**config.mk**
```make
export PLATFORM = sky130hd
export DESIGN_NAME = pc_sequencer
export DESIGN_NICKNAME = d
export VERILOG_FILES = /design/src/rtl/mips_pkg.sv /design/src/rtl/cycle_counter.sv /design/src/rtl/pc_sequencer.sv
export SDC_FILE = /design/constraint.sdc
export NUM_CORES = 1
export LEC_CHECK = 0
export BUFFER_PORTS_ARGS = -buffer_cell sky130_fd_sc_hd__buf_4
export CAP_MARGIN = 20
export CORE_ASPECT_RATIO = 0.9
export CORE_MARGIN = 3
export CORE_UTILIZATION = 40
export CTS_BUF_LIST = sky130_fd_sc_hd__clkbuf_8 sky130_fd_sc_hd__clkbuf_16
export CTS_CLUSTER_SIZE = 40
export DETAILED_ROUTE_END_ITERATION = 10
export MAX_ROUTING_LAYER = met4
export SLEW_MARGIN = 15
export SYNTH_ARGS = -nofsm -noshare
export SYNTH_HDL_FRONTEND = slang
export SYNTH_SLANG_ARGS = --single-unit
```
**constraint.sdc**
```tcl
create_clock -name clk -period 5.75 [get_ports clk]
set_clock_uncertainty 0.05 [all_clocks]
set_input_delay 1.15 -clock clk [delete_from_list [all_inputs] [get_ports clk]]
set_output_delay 1.15 -clock clk [all_outputs]
set_load 0.03 [all_outputs]
```
**src/rtl/mips_pkg.sv**
```systemverilog
// Shared definitions for the MIPS fetch-side blocks: the sequencer FSM state
// encoding and the program-counter step (PC is a word index).
package mips_pkg;

  typedef enum logic [1:0] {
    IDLE   = 2'd0,
    RUN    = 2'd1,
    HALTED = 2'd2
  } seq_state_t;

  localparam int unsigned PC_STEP = 1;

endpackage

```
**src/rtl/cycle_counter.sv**
```systemverilog
// Modulo-N counter with count enable, synchronous clear and a terminal-count
// flag that is high while the count sits at N-1.
module cycle_counter #(
  parameter int unsigned N  = 30,
  parameter int unsigned CW = (N > 1) ? $clog2(N) : 1
) (
  input  logic          clk,
  input  logic          reset,
  input  logic          clear,
  input  logic          en,
  output logic [CW-1:0] count,
  output logic          tc
);

  localparam logic [CW-1:0] LAST = CW'(N - 1);

  logic [CW-1:0] count_r;

  assign count = count_r;
  assign tc    = (count_r == LAST);

  // Count register: wraps to zero after the terminal count, clear wins over counting.
  always_ff @(posedge clk) begin
    if (reset || clear) begin
      count_r <= {CW{1'b0}};
    end else if (en) begin
      if (tc) begin
        count_r <= {CW{1'b0}};
      end else begin
        count_r <= count_r + {{(CW-1){1'b0}}, 1'b1};
      end
    end else begin
      count_r <= count_r;
    end
  end

endmodule

```
**src/rtl/pc_sequencer.sv**
```systemverilog
// Program-counter sequencer for the non-pipelined MIPS core: holds each PC for
// CYCLES_PER_INSTR enabled cycles, then advances to PC+1 or a pending redirect
// target, with halt at an instruction boundary.
// Optional feature: define PC_SEQ_RETIRE_CNT_EN to build the retired-instruction counter.
module pc_sequencer
  import mips_pkg::*;
#(
  parameter int unsigned      WIDTH            = 32,
  parameter int unsigned      CYCLES_PER_INSTR = 30,
  parameter logic [WIDTH-1:0] RESET_PC         = {WIDTH{1'b0}}
) (
  input  logic             clk,
  input  logic             reset,
  input  logic             enable,
  input  logic             redirect_valid,
  input  logic [WIDTH-1:0] redirect_pc,
  input  logic             halt_req,
  output logic [WIDTH-1:0] PC,
  output logic             instr_start,
  output logic             instr_done,
  output logic             halted,
  output logic [31:0]      retired
);

  localparam int unsigned CW = $clog2(CYCLES_PER_INSTR);

  seq_state_t       state_r;
  logic [WIDTH-1:0] pc_r;
  logic             pend_v_r;
  logic [WIDTH-1:0] pend_pc_r;
  logic             halt_r;

  logic [CW-1:0]    cnt_s;
  logic             tc_s;
  logic             run_s;
  logic             boundary_s;
  logic [WIDTH-1:0] next_pc_s;

  assign run_s      = (state_r == RUN);
  assign boundary_s = run_s & enable & tc_s;

  cycle_counter #(
    .N  (CYCLES_PER_INSTR),
    .CW (CW)
  ) u_hold (
    .clk   (clk),
    .reset (reset),
    .clear (~run_s),
    .en    (run_s & enable),
    .count (cnt_s),
    .tc    (tc_s)
  );

  // Next PC: a redirect in the boundary cycle itself beats an older pending one.
  always_comb begin
    next_pc_s = pc_r + WIDTH'(PC_STEP);
    if (redirect_valid) begin
      next_pc_s = redirect_pc;
    end else if (pend_v_r) begin
      next_pc_s = pend_pc_r;
    end else begin
      next_pc_s = pc_r + WIDTH'(PC_STEP);
    end
  end

  // Sequencer FSM with PC, pending-redirect and sticky-halt registers.
  always_ff @(posedge clk) begin
    if (reset) begin
      state_r   <= IDLE;
      pc_r      <= RESET_PC;
      pend_v_r  <= 1'b0;
      pend_pc_r <= {WIDTH{1'b0}};
      halt_r    <= 1'b0;
    end else begin
      case (state_r)
        IDLE: begin
          if (enable) begin
            state_r <= RUN;
          end else begin
            state_r <= IDLE;
          end
        end
        RUN: begin
          if (boundary_s) begin
            pc_r     <= next_pc_s;
            pend_v_r <= 1'b0;
            halt_r   <= 1'b0;
            if (halt_r || halt_req) begin
              state_r <= HALTED;
            end else begin
              state_r <= RUN;
            end
          end else begin
            if (redirect_valid) begin
              pend_v_r  <= 1'b1;
              pend_pc_r <= redirect_pc;
            end else begin
              pend_v_r  <= pend_v_r;
            end
            if (halt_req) begin
              halt_r <= 1'b1;
            end else begin
              halt_r <= halt_r;
            end
          end
        end
        HALTED: begin
          state_r <= HALTED;
        end
        default: begin
          state_r <= IDLE;
        end
      endcase
    end
  end

  // Pulses are decoded from registered state; a frozen (enable low) cycle is never a start or done.
  assign PC          = pc_r;
  assign instr_start = run_s & enable & (cnt_s == {CW{1'b0}});
  assign instr_done  = boundary_s;
  assign halted      = (state_r == HALTED);

`ifdef PC_SEQ_RETIRE_CNT_EN
  logic [31:0] retired_r;

  // Retired count advances on the edge that closes each instruction.
  always_ff @(posedge clk) begin
    if (reset) begin
      retired_r <= 32'd0;
    end else if (boundary_s) begin
      retired_r <= retired_r + 32'd1;
    end else begin
      retired_r <= retired_r;
    end
  end

  assign retired = retired_r;
`else
  assign retired = 32'd0;
`endif

endmodule

```
# After elaboration in Yosys (flattened, before gate mapping)
# Index checks and enable logic that the tools add are counted.
# W data, S select, Z words.
[word_totals]
regBits = 73
in_bits = 37
[op_classes]
n_addsub = 2
eq_ne = 4
n_mux = 11
bitwise_logic = 5
n_reduce_logical = 10
[ops]
columns = ["op", "count"]
rows = [
  ["$mux W32", 2],
  ["$add A32 B1 Y32 const B", 1],
  ["$pmux W2 S3", 1],
  ["$reduce_and A2 Y1", 3],
  ["$add A5 B1 Y5 const B", 1],
  ["$eq A5 B5 Y1 const B", 1],
  ["$logic_not A5 Y1", 1],
  ["$mux W1", 5],
  ["$mux W5", 1],
  ["$mux W2", 2],
  ["$reduce_bool A2 Y1", 2],
  ["$and A1 B1 Y1", 3],
  ["$reduce_and A3 Y1", 1],
  ["$eq A2 B1 Y1 const B", 1],
  ["$eq A2 B2 Y1 const B", 1],
  ["$logic_not A2 Y1", 1],
  ["$logic_or A1 B1 Y1", 2],
  ["$ne A2 B2 Y1 const B", 1],
  ["$not A1 Y1", 2],
]

# Logic depth before layout (Yosys ltp)
[logic_depth]
word_depth = 5
ltp_mapped = 9
depth_no_buf = 8

# Hierarchy
# Synthesis repeated with hierarchy kept, for this count alone.
[unflattened]
hier_cells = 579
hier_area_um2 = 4245.3
[modules_own_cells]
columns = ["mod", "n_inst", "cells_per_inst", "area_each_um2", "seq_area_each_um2"]
rows = [
  ["pc_sequencer", 1, 548, 3968.8, 1361.3],
  ["cycle_counter", 1, 31, 276.5, 100.1],
]

# Least setup slack after synthesis
# No wires, ideal clock.
[synth_timing]
path_type = "input port to output port"
start = "input port enable"
end = "output port instr_done"
arrival_time_ns = 2.219
slack_ns = 2.331
path_stages = 6
path_buffers = 3
cell_sequence = "and3b_1 -> buf_2 -> nand2_1 -> inv_2 -> clkbuf_1 -> buf_2"
[synth_between]
elab_chain_len = 2
[synth_lines]
columns = ["element", "line", "rtl"]
rows = [
  ["from (decl)", "pc_sequencer.sv:14", "input logic enable,"],
  ["$and A1 B1 Y1 (2 in a row)", "pc_sequencer.sv:40", "assign boundary_s = run_s & enable & tc_s;"],
  ["to (decl)", "pc_sequencer.sv:20", "output logic instr_done,"],
]
# No other way between the ends.

# Final worst setup path
# Ends and elaborated chain as after synthesis.

==> results.md <==
- Status: finished clean
- Most common cell after layout, fill and taps aside: nand2_1
- Crit path DAT: 2.29 ns
- Core box area: 9950 um2
- CTS Sinks: 73
- Worst Setup SP: enable
- Via-to-Cell Ratio: 5.61
- CTS Buffer Depth: 2
- CTS Root Cell: clkbuf_16
- Met2 Resource Use GR: 33.9%
- Max Slew Vio Count: 0
- Reg2Reg Depth: 6
- Dominant synthesized flop cell: dfxtp_1
- Layout cells sized above 1: 17.1%
- Tightest Pin Transition: 0.911 ns
- Initial core utilization: 42.4%
- FILL cells: 997
- DRC: 0
- Setup_tns: 0 ns
- Slowest cell on crit path: inv_2
- Avg Cell Area, Syn: 7.64 um2
- DR iter-0 viols: 290
- Inserted Clock Buffers: 9
- Global route overflow: 0
- Dpl hpwl: 8.26 mm
- Post-CTS sizing: 0
- Routed len/inst: 17.3 um
- Max Fclk: 0.287 GHz
- CTS tree: yes
- Postcts setup bufs: 0
- First-pass GRT wire length: 19.6 mm
- Placed Instance Area: 4660 um2
- Die ar.: 11,800 um2
- GPL Wtd Cong: 0.855
- Area grow syn2layout: 17.9%
- Synth Cell Area: 4220 um2
- Routed wire length: 12.6 mm
- Fin nets: 640
- Largest stage delay on the critical path: 0.33 ns
- Vias in the first global route: 3,701
- Most used cell, CP: buf_4
- Initial DRT Pass Iterations: 5
- WP data required: 4.55 ns
- Rows: 34
- Crit Path Category: input pin to output pin
- Worst Hold Depth: 2
- Pwr/cell area: 251 nW/um2
- I/O Buffers: 71
- Die Ht: 103 um
- Worst r2r src: PC[0]
- Met1 usage: 29.0%
- YS warnings: 0
- Max_cap viols: 0
- Minimum clock period after layout: 3.49 ns
- CTS Hold Bufs: 0
- Critical-path cell list: buf_4, and3b_1, nand2_1, inv_2, buf_4
- Post-Layout Inst Area: 4970 um2
- Hold Path Class: register to register
- RR Endpoint: PC[28]
- Overall Power: 1.25 mW
- Netlist cell types: 68
- Sequential area share after synthesis: 34.6%
- Via count: 4,091
- Final hold vios: 0
- Cells after Synth: 552
- Busiest layer in global routing: met2
- Static leakage: 1.99 nW
- Clk_lat worst skew: 0.33 ns
- Critical path fanouts, max: 22
- Post-synth EDFFs: 0
- CTS clk-pin slew, worst paths: 0.05 ns
- Met3 Use GR: 4.71%
- ANT cells: 0
- Ys async rst share: 0%
- Initial antenna violation count: 0
- FF+latch count, synth: 73
- I/O pin count: 104
- H-Tree Depth: 3
- Commonest non-fill, non-tap cells in the layout: nand2_1 (106), buf_4 (76), dfxtp_1 (73)
- Crit path launch type: input pin
- Reg2reg setup slack: 3.08 ns
- RSZ-0062 raised after global routing: no
- Largest net degree at the start of global routing: 62
- Post-route ant nets: 0
- CP endpoint kind: output pin
- Tcrit/Tclk final: 60.6%
- Setup violators final: 0
- VDD IR-drop max: 0.145 mV
- Slew headroom: 39.2%
- GRT Overall Usage: 21.8%
- Die W: 114 um
- Crit path to: instr_done
-- layer usage --
layer / wire length (um) / vias up / part of all wire (%)
met5: 0 / - / 0
met4: 131 / 0 / 1.0
met3: 767 / 12 / 6.1
met2: 5760 / 151 / 46
met1: 5920 / 1928 / 47
li1: - / 2000 / -
-- state kept, by name (all words and copies together), names as in the netlist --
signal,count
state_r,2
PC,32
u_hold.count,5
halt_r,1
pend_v_r,1
pend_pc_r,32
-- how the worst min path moves through the flow --
stage	startpoint	end	slack [ns]
after floorplan	state_r[1]	state_r[0]	0.38
after global placement	pend_pc_r[24]	pend_pc_r[24]	0.39
after detailed placement	pend_pc_r[24]	pend_pc_r[24]	0.39
after CTS	pend_pc_r[24]	pend_pc_r[24]	0.40
after global routing	pend_pc_r[24]	pend_pc_r[24]	0.41
final	pend_pc_r[27]	pend_pc_r[27]	0.40
-- where the power goes --
group | internal (mW) | switching (mW)
Clock | 0.385 | 0.208
Sequential | 0.517 | 0.00560
Combinational | 0.0390 | 0.0938
Total | 0.941 | 0.307
-- cell families after synthesis --
logic type                 after synthesis  synth area share [%]
xor gates and xnor gates                11                  2.28
and+or+nand+nor                        225                  26.8
DFF                                     73                  34.6
muxes                                    9                  2.17
buffers and inverters                   80                  10.3
other                                    1                0.0889
adders and majority gates                4                  1.19
AOI/OAI and AO/OA                      149                  22.5
-- metrics by stage --
stage / utilization [%] / std cells / hold slack, ns / setup WS, ns
after floorplan: - / 583 / 0.379 / 2.33
after global placement: 46.8 / 714 / 0.388 / 2.30
after detailed placement: 46.8 / 714 / 0.392 / 2.29
after CTS: 50.0 / 729 / 0.400 / 2.28
after global routing: 50.0 / 729 / 0.412 / 2.16
final: 50.0 / 729 / 0.400 / 2.26
-- final cells by class --
type                            instances  area [um2]  area share [%]
Multi-Input combinational cell        430        2440            49.0
Sequential cell                        73        1460            29.4
Timing Repair Buffer                   76         571            11.5
Clock buffer                           10         239            4.80
Tap cell                              126         158            3.17
Clock inverter                          5        72.6            1.46
Inverter                                9        33.8           0.679
-- synth_stat cells, drive strengths merged, types with 4 or more instances --
cell type,number,area [um2]
a311oi,6,52.6
a21oi,66,330
inv,9,33.8
and3,13,81.3
o21a,4,30.0
o211ai,11,82.6
nor4,5,58.8
clkbuf,32,120
o21ai,21,105
ha,4,50.1
or3,4,25.0
and4,5,43.8
nor2,39,156
mux2i,8,80.1
a31oi,5,31.3
buf,39,279
nor3,9,55.1
nand4,13,111
nand2,106,398
xnor2,5,43.8
dfxtp,73,1460
nand3,14,75.1
xor2,6,52.6
a211oi,7,52.6
-- critical path: cells and delay by family --
kind / cells / cell delay (ns)
buffers and inverters: 3 / 0.67
AND/OR/NAND/NOR: 2 / 0.45
Power figures use the tool's default switching activity.
